<file path="src/rtl/fetch_stage.sv">
// IF stage: owns the PC, drives imem and the gshare predictor, and fills IF/ID through a
// one-entry skid buffer. Define FETCH_PERF_CNT_EN to add fetch/bubble/redirect counters.
module fetch_stage #(
    parameter logic [31:0] RESET_PC      = 32'h0,
    parameter int unsigned BTB_IDX_WIDTH = 5
) (
    input  logic                     clk,
    input  logic                     reset,
    output logic                     imem_req,
    output logic [31:0]              imem_addr,
    input  logic                     imem_ready,
    input  logic [31:0]              imem_rdata,
    output logic [31:0]              bp_pc,
    output logic [31:0]              bp_pc_4,
    input  logic [31:0]              bp_pc_predicted,
    input  logic [BTB_IDX_WIDTH-1:0] bp_pht_idx,
    input  logic                     stall,
    input  logic                     redirect,
    input  logic [31:0]              redirect_pc,
    output logic                     IF_ID_valid,
    output logic [31:0]              IF_ID_inst,
    output logic [31:0]              IF_ID_pc,
    output logic [31:0]              IF_ID_pred_target,
    output logic [BTB_IDX_WIDTH-1:0] IF_ID_pht_idx
`ifdef FETCH_PERF_CNT_EN
    ,
    output logic [31:0]              perf_fetch_cnt,
    output logic [31:0]              perf_bubble_cnt,
    output logic [31:0]              perf_redirect_cnt
`endif
);

    typedef enum logic [0:0] {StFetch, StKill} state_e;

    typedef struct packed {
        logic [31:0]              inst;
        logic [31:0]              pc;
        logic [31:0]              tgt;
        logic [BTB_IDX_WIDTH-1:0] idx;
    } entry_t;

    state_e      state_q, state_d;
    logic [31:0] pc_q, pc_d;
    logic [31:0] kill_addr_q, kill_addr_d;
    logic        skid_full_q, skid_full_d;
    entry_t      skid_q, skid_d;
    logic        if_id_valid_q, if_id_valid_d;
    entry_t      if_id_q, if_id_d;

    logic        accept;
    entry_t      fetch_entry;

    // Request/address mux: KILL keeps re-presenting the abandoned address until imem completes.
    always_comb begin
        imem_req  = 1'b1;
        imem_addr = kill_addr_q;
        unique case (state_q)
            StFetch: begin
                imem_req  = !skid_full_q;
                imem_addr = pc_q;
            end
            StKill: begin
                imem_req  = 1'b1;
                imem_addr = kill_addr_q;
            end
            default: ;
        endcase
    end

    assign bp_pc   = pc_q;
    assign bp_pc_4 = pc_q + 32'd4;

    assign accept = (state_q == StFetch) && imem_req && imem_ready;

    assign fetch_entry = '{
        inst: imem_rdata,
        pc:   pc_q,
        tgt:  bp_pc_predicted,
        idx:  bp_pht_idx
    };

    always_comb begin
        state_d       = state_q;
        pc_d          = pc_q;
        kill_addr_d   = kill_addr_q;
        skid_full_d   = skid_full_q;
        skid_d        = skid_q;
        if_id_valid_d = if_id_valid_q;
        if_id_d       = if_id_q;

        if (state_q == StKill && imem_ready) begin
            state_d = StFetch;
        end

        if (redirect) begin
            pc_d          = redirect_pc;
            if_id_valid_d = 1'b0;
            skid_full_d   = 1'b0;
            // An uncompleted request must still be drained; its data is thrown away in KILL.
            if (state_q == StFetch && imem_req && !imem_ready) begin
                kill_addr_d = pc_q;
                state_d     = StKill;
            end
        end else begin
            if (accept) begin
                pc_d = bp_pc_predicted;
            end
            if (!stall) begin
                if (skid_full_q) begin
                    if_id_d       = skid_q;
                    if_id_valid_d = 1'b1;
                    skid_full_d   = 1'b0;
                end else if (accept) begin
                    if_id_d       = fetch_entry;
                    if_id_valid_d = 1'b1;
                end else begin
                    if_id_valid_d = 1'b0;
                end
            end else if (accept) begin
                skid_d      = fetch_entry;
                skid_full_d = 1'b1;
            end
        end
    end

    always_ff @(posedge clk or posedge reset) begin
        if (reset) begin
            state_q       <= StFetch;
            pc_q          <= RESET_PC;
            kill_addr_q   <= 32'h0;
            skid_full_q   <= 1'b0;
            skid_q        <= '0;
            if_id_valid_q <= 1'b0;
            if_id_q       <= '0;
        end else begin
            state_q       <= state_d;
            pc_q          <= pc_d;
            kill_addr_q   <= kill_addr_d;
            skid_full_q   <= skid_full_d;
            skid_q        <= skid_d;
            if_id_valid_q <= if_id_valid_d;
            if_id_q       <= if_id_d;
        end
    end

    assign IF_ID_valid       = if_id_valid_q;
    assign IF_ID_inst        = if_id_q.inst;
    assign IF_ID_pc          = if_id_q.pc;
    assign IF_ID_pred_target = if_id_q.tgt;
    assign IF_ID_pht_idx     = if_id_q.idx;

`ifdef FETCH_PERF_CNT_EN
    logic [31:0] fetch_cnt_q, bubble_cnt_q, redirect_cnt_q;

    always_ff @(posedge clk or posedge reset) begin
        if (reset) begin
            fetch_cnt_q    <= 32'h0;
            bubble_cnt_q   <= 32'h0;
            redirect_cnt_q <= 32'h0;
        end else begin
            if (accept) begin
                fetch_cnt_q <= fetch_cnt_q + 32'd1;
            end
            if (!stall && !if_id_valid_d) begin
                bubble_cnt_q <= bubble_cnt_q + 32'd1;
            end
            if (redirect) begin
                redirect_cnt_q <= redirect_cnt_q + 32'd1;
            end
        end
    end

    assign perf_fetch_cnt    = fetch_cnt_q;
    assign perf_bubble_cnt   = bubble_cnt_q;
    assign perf_redirect_cnt = redirect_cnt_q;
`endif

endmodule

</file>
<file path="config.mk">
export PLATFORM = sky130hd
export DESIGN_NAME = fetch_stage
export DESIGN_NICKNAME = d
export VERILOG_FILES = /design/src/rtl/fetch_stage.sv
export SDC_FILE = /design/constraint.sdc
export NUM_CORES = 1
export LEC_CHECK = 0
export BUFFER_PORTS_ARGS = -buffer_cell sky130_fd_sc_hd__buf_2
export CAP_MARGIN = 25
export CORE_MARGIN = 5
export CORE_UTILIZATION = 48
export DETAILED_ROUTE_END_ITERATION = 8
export GPL_ROUTABILITY_DRIVEN = 0
export PLACE_DENSITY_LB_ADDON = 0.2
export SYNTH_ARGS = -nofsm -noshare
export SYNTH_HDL_FRONTEND = slang
export SYNTH_SLANG_ARGS = --single-unit
</file>
<file path="constraint.sdc">
create_clock -name clk -period 10.6 [get_ports clk]
set_input_delay 2.65 -clock clk [delete_from_list [all_inputs] [get_ports clk]]
set_output_delay 2.65 -clock clk [all_outputs]
set_load 0.01 [all_outputs]
</file>
## After elaboration in Yosys (flattened, before gate mapping)

Cells that the tools add are included.

- $add $sub $neg: 1
- Equal/unequal tests: 2
- Mux-type cells: 16
- Bitwise operators: 3
- Reduce and logical (&&, ||, !) cells: 11

Operators with widths:

| operator | count |
|---|---|
| $mux 101 | 2 |
| $mux 32 | 2 |
| $pmux 32 s2 | 1 |
| $add 32x3->32 const B | 1 |
| $mux 1 | 10 |
| $reduce_and 3->1 | 2 |
| $logic_and 1x1->1 | 4 |
| $reduce_bool 2->1 | 2 |
| $ne 3x1->1 const B | 1 |
| $not 1->1 | 3 |
| $logic_not 1->1 | 2 |
| $ne 2x1->1 const B | 1 |
| $pmux 1 s2 | 1 |
| $reduce_and 2->1 | 1 |

- Register bits: 269
- Input bits: 106
- Output and inout port bits: 199
- Logic and storage cells: 46

## Longest topological paths before layout

Gate-level depths: netlist of run 1.

- Depth after elaboration: 8
- Mapped depth: 7
- Mapped depth without buffers: 5

## Least setup slack after synthesis of run 1

No wires, ideal clock.

- Kind: register -> output
- Start: register pc_q[3] (netlist: bp_pc[3])
- End: output bp_pc_4[24]
- Arrival: 1.669 ns
- Data required time: 7.950 ns
- Setup slack: 6.281 ns
- Cell stages (with the launch flop): 6
- Cell sequence: dfrtp_1 ha_1 inv_1 or3_1 nor4_1 xor2_1

- Word-level cells in the longest chain between the ends: 1

Ends and longest elaborated chain:

| what | RTL line | text |
|---|---|---|
| from (decl) | 43 | `logic [31:0] pc_q, pc_d;` |
| from (signal assigned) | 137 | `pc_q <= pc_d;` |
| $add 32x3->32 | 71 | `assign bp_pc_4 = pc_q + 32'd4;` |
| to (decl) | 14 | `output logic [31:0] bp_pc_4,` |

No other way between the ends.

## Final worst setup path of run 1

- Start: register pc_q[3] (netlist: bp_pc[3])
- End: output bp_pc_4[12]

Same word-level chain as after synthesis.

==> results.cfg, run 1 <==
[outcome]
status = finished, final reports clean

[worst_setup_path]
critPathMaxStageDelay_ps = 600
cp_top_family = simple AND/OR/NAND/NOR gates
path_cells = ha_1, inv_1, nor3_1, and3_1, xor2_1, buf_2
crit_type = register to output pin
timing.reg2reg.setup_slack_ps = 7270
required_ps = 7950
crit_end = bp_pc_4[12]
crit_slowest_cell = nor3_1
crit_start = bp_pc[3]$_DFFE_PP0P_
rr_startpoint = skid_full_q$_DFFE_PP0P_
crit_fanout = 9
worst-path-buf-inv = 2
r2r_cells = 4
timing.rr.end = skid_q[75]$_DFFE_PP0P_
path_depth = 6
critPathCaptureType = output pin
start_kind = register
cp.arrival_ps = 2720

[cts]
cts_made_buffers = 29
postCtsHoldBufs = 0
cts.sinks = 269
tritoncts = built
cts_setup_buffers = 0
htree_num_levels = 1
ctsResizeCount = 0
clock_path_buffers = 3
clk_pin_slew_ps = 60
insertion_delay_ps = 540
cts-root-buf = clkbuf_16

[global_routing]
grt_antenna_before_repair = 1
grt_max_degree = 141
grt_pass1_vias = 8602
grt_pass1_wl_mm = 48.6
grt_usage_pct = 20.9
grt-ovfl-total = 0

[finish]
fin_cells = 1634
fin_area_sq_um = 14800
fin_util_pct = 58.9
drive_above_1_share_pct = 34.0
finalNetCount = 1389
area_growth_syn_to_layout_pct = 21.2

[logic_synthesis]
syn-num-nets = 1133
netlist_instances = 1026
synth_ff_type = dfrtp_1
yosys_warnings = 0
synth_async_sr_flop_share_pct = 100
syn_avg_cell_area_sq_um = 11.9
synth_common_cells = dfrtp_1, nand2_1, o21ai_0
yosysTopAreaCellShare_pct = 55.1
yosysSeqAreaShare_pct = 55.1
synth_edf_count = 0
ys_ff_latch = 269
synth_most_common_cell = dfrtp_1
yosysTopAreaCell = dfrtp_1
synth.area.top_cells = dfrtp_1, mux2i_1, mux2_1
yosysUniqueCellTypes = 37
synth_area_sq_um = 12200

[routing]
routed_wl_mm = 30.8
routed_via_density = 5.28
drc = 0
wl_per_cell_um = 18.8
dr.pass1.iters = 4
drtIter0Drc = 500
num_vias = 8627
ant_nets = 0

[timing]
fin_crit_sh_pct = 50.6
rsz0062_at_grt = no
tightest_slew_ps = 1050
fmax_mhz = 186
final_hold_viol_count = 0
skew_ps = 16.2
max_slew_margin_pct = 30.3
drv_slew = 0
fin_crit_ps = 5370
finalSetupViolCount = 0
final.setup.tns_ps = 0
fin_ws_ps = 5230

[placed_design]
dp_hpwl_mm = 20.5
port_buffers = 304
place_inst = 1581
pre_cts_ws_ps = 5150
dpl_cell_area_sq_um = 13800

[power_and_ir_drop]
p_per_area_nw_per_um2 = 213
cellLeakagePower_uw = 0.00695
ir_drop_uv = 141

[flow_run]
cap_violations = 0

[floorplan]
ioPinCount = 305
initial_utilization_pct = 48.6
dieArea_sq_um = 28700
die_w_um = 169
die_y_um = 169
fp.coreArea_sq_um = 25100
rows = 58

[min_path]
hold_class = register to register
worst min-delay path, stage by stage (launching register included):
cell and delay [ps]:
dfrtp_1 330, nand2_1 50, o21ai_0 60
registers in the layout, summed over array words and instances, names as in the netlist:
name	flops
IF_ID_pred_target	32
IF_ID_pht_idx	5
skid_full_q	1
bp_pc	32
skid_q	101
kill_addr_q	32
state_q	1
IF_ID_pc	32
IF_ID_valid	1
IF_ID_inst	32
placed cells by master (no fill, tap or decap), types with 8 or more instances in the layout:
cell type  count
dfrtp_1      267
xnor2_1       21
o21ai_0      135
buf_4          8
nor2_1        10
mux2_2        73
buf_2        304
mux2_1        90
clkbuf_16     29
nand3_1       14
mux2i_1      131
nand2_1      148
per-layer routing:
metal	routed length [um]	vias up	GRT usage, %
met5	7	-	0
met4	1050	2	6.48
met1	13500	4240	29.5
met2	14100	260	33.0
li1	-	4072	-
met3	2080	53	4.24
kinds of logic after synthesis:
logic type	share of synthesized area, %
fa+ha+maj	0.102
simple gates	7.33
buf+inv	3.94
mux	25.8
flops	55.1
xor+xnor	2.01
compound gates	5.72
layout make-up:
class,instances,area [sq um]
flip-flops and latches,269,6740
fillers,2144,10300
clock inverters,14,190
repair buffers,313,1600
clock buffers,38,810
multi-input cells,664,5020
inverters,5,26.3
well taps,330,413
diodes,1,2.50
metrics by stage:
stage | hold slack (ps) | power [uW]
4_1_cts | 479 | 3200
3_5_place_dp | 465 | 2140
2_1_floorplan | 458 | 1840
6_report | 470 | 3160
5_1_grt | 496 | 3340
3_3_place_gp | 456 | 2110
where the power goes:
group          internal [uW]  switching, uW  total [uW]  leakage, uW
registers               1290            180        1470      0.00330
logic                    316            328         644      0.00316
clock network            635            413        1050     0.000488
total                   2240            921        3160      0.00695
worst min path at each step:
stage                              startpoint                         to  slack (ps)  cells past startpoint
finish              IF_ID_inst[5]$_DFFE_PP0P_  IF_ID_inst[5]$_DFFE_PP0P_         470                      2
global placement    IF_ID_inst[3]$_DFFE_PP0P_  IF_ID_inst[3]$_DFFE_PP0P_         460                      2
detailed placement    IF_ID_pc[8]$_DFFE_PP0P_    IF_ID_pc[8]$_DFFE_PP0P_         470                      2
floorplan               skid_q[0]$_DFFE_PP0P_      skid_q[0]$_DFFE_PP0P_         460                      1
global route        IF_ID_inst[0]$_DFFE_PP0P_  IF_ID_inst[0]$_DFFE_PP0P_         500                      2
CTS                   IF_ID_pc[3]$_DFFE_PP0P_    IF_ID_pc[3]$_DFFE_PP0P_         480                      2
Note: power is estimated with default switching activity, not from simulation.
==> run 2, diff against run 1 <==
--- a/config.mk
+++ b/config.mk
@@ -8,7 +8,7 @@
 export BUFFER_PORTS_ARGS = -buffer_cell sky130_fd_sc_hd__buf_2
 export CAP_MARGIN = 25
 export CORE_MARGIN = 5
-export CORE_UTILIZATION = 48
+export CORE_UTILIZATION = 54
 export DETAILED_ROUTE_END_ITERATION = 8
 export GPL_ROUTABILITY_DRIVEN = 0
 export PLACE_DENSITY_LB_ADDON = 0.2
==> constraint.sdc (replaced) <==
create_clock -name clk -period 5.1 [get_ports clk]
set_input_delay 1.275 -clock clk [delete_from_list [all_inputs] [get_ports clk]]
set_output_delay 1.275 -clock clk [all_outputs]
set_load 0.01 [all_outputs]
==> run 2 against run 1 <==
  * Combinational power increased by 110%
  * Routed wire length decreased by 1.6%
  * Setup slack got worse by 4000 ps
  * Sequential share of layout area decreased by 0.14 points
  * Cell count decreased by 2.3%
  * Clock power increased by 100%
  * Non-clock buffer count increased by 6
  * Final area increased by 0.30%
  * Global-route usage increased by 2.5 points
  * Total power increased by 110%
  * Hold slack improved by 4.0 ps
  * Critical path type unchanged
  * Highest routed layer unchanged
==> results.cfg, run 2 (same netlist as run 1, synthesis figures left out) <==
[outcome]
status = finished, final reports clean

[finish]
finalNetCount = 1395
fin_util_pct = 66.2
regMostFlops = skid_q
area_growth_syn_to_layout_pct = 21.6
drive_above_1_share_pct = 34.4
fin_cells = 1597
nFillCells = 1811
layout_commonest_cell = buf_2
final_cell_mix = buf_2, dfrtp_1, nand2_1
largest_reg_flops = 101

[global_routing]
grt-ovfl-total = 0
grt_util_met3_pct = 5.62
grt_max_degree = 98
grt_pass1_vias = 8928
grt_antenna_before_repair = 4
met1_usage_pct = 32.0
grt_pass1_wl_mm = 49.2
grt_usage_pct = 23.4
met2_usage_pct = 38.2
grt_busiest_layer = met2

[cts]
cts.sinks = 269
postCtsHoldBufs = 0
clock_path_buffers = 3
cts_made_buffers = 29
tritoncts = built
clk_pin_slew_ps = 60
cts_setup_buffers = 0
ctsResizeCount = 0
insertion_delay_ps = 520
cts-root-buf = clkbuf_16
htree_num_levels = 1

[worst_setup_path]
critPathCaptureType = output pin
crit_type = register to output pin
required_ps = 3830
crit_fanout = 9
start_kind = register
timing.reg2reg.setup_slack_ps = 2080
timing.rr.end = IF_ID_pred_target[11]$_DFFE_PP0P_
r2r_cells = 4
cp.arrival_ps = 2540
rr_startpoint = state_q$_DFF_PP0_

[min_path]
hold_class = register to register
hold_depth = 2
hold_end = IF_ID_pc[2]$_DFFE_PP0P_
hp-start = IF_ID_pc[2]$_DFFE_PP0P_

[floorplan]
ioPinCount = 305
initial_utilization_pct = 54.4
rows = 55
die_w_um = 160
fp.coreArea_sq_um = 22400
dieArea_sq_um = 25700
die_y_um = 160

[placed_design]
dp_hpwl_mm = 20.7
pre_cts_ws_ps = 1390
port_buffers = 304
place_inst = 1542

[power_and_ir_drop]
cellLeakagePower_uw = 0.00700
total_power_uw = 6540
ir_drop_uv = 314
p_per_area_nw_per_um2 = 441

[timing]
rsz0062_at_grt = no
final.setup.tns_ps = 0
fmax_mhz = 262
fin_crit_ps = 3820
tightest_slew_ps = 1020
final_hold_viol_count = 0
drv_slew = 0
max_slew_margin_pct = 32.2
fin_ws_ps = 1280
skew_ps = 11.1
fin_crit_sh_pct = 74.9
finalSetupViolCount = 0

[routing]
wl_per_cell_um = 19.0
routed_via_density = 5.44
num_vias = 8691
routed_wl_mm = 30.3
dr.pass1.iters = 4
ant_nets = 0
drtIter0Drc = 488
drc = 0

[flow_run]
cap_violations = 0
run 2: power breakdown:
group | switching, uW | leakage, uW | internal [uW]
sequential | 369 | 0.00330 | 2680
clock | 835 | 0.000499 | 1310
combinational | 689 | 0.00320 | 663
total | 1890 | 0.00700 | 4650
run 2: per-stage QoR:
stage / hold WS (ps) / cell area [sq um]
floorplan: 458 / 12200
global placement: 457 / 13800
detailed placement: 465 / 13800
CTS: 478 / 14800
global route: 493 / 14800
finish: 474 / 14800
run 2: layer usage:
metal  wire length (um)  share of wire [%]  vias to the layer above
met1              13300                 44                     4282
met3               2050                6.8                       52
met4                779                2.6                        2
li1                   -                  -                     4088
met2              14100                 47                      267
met5                 13              0.043                        -
run 2: critical path, stage by stage (launching register included):
cell,delay [ps]
dfrtp_1,530
ha_1,290
inv_1,90
nor3_1,570
and3_1,260
xor2_1,150
buf_2,150
run 2: worst max path at each step:
stage,start,to,slack [ps],cells after the start
finish,bp_pc[3]$_DFFE_PP0P_,bp_pc_4[12],1280,6
global route,bp_pc[3]$_DFFE_PP0P_,bp_pc_4[12],1090,6
CTS,bp_pc[3]$_DFFE_PP0P_,bp_pc_4[12],1220,6
detailed placement,redirect,IF_ID_pc[5]$_DFFE_PP0P_,1390,6
global placement,redirect,IF_ID_pred_target[13]$_DFFE_PP0P_,1470,6
floorplan,reset,IF_ID_inst[0]$_DFFE_PP0P_,270,1
run 2: layout make-up:
| cell class | instances | area [sq um] | area share [%] |
|---|---|---|---|
| flip-flops and latches | 269 | 6740 | 45.4 |
| multi-input cells | 664 | 5020 | 33.8 |
| repair buffers | 319 | 1700 | 11.5 |
| clock buffers | 40 | 847 | 5.71 |
| well taps | 285 | 357 | 2.40 |
| clock inverters | 12 | 150 | 1.01 |
| inverters | 5 | 22.5 | 0.152 |
| diodes | 3 | 7.51 | 0.0506 |
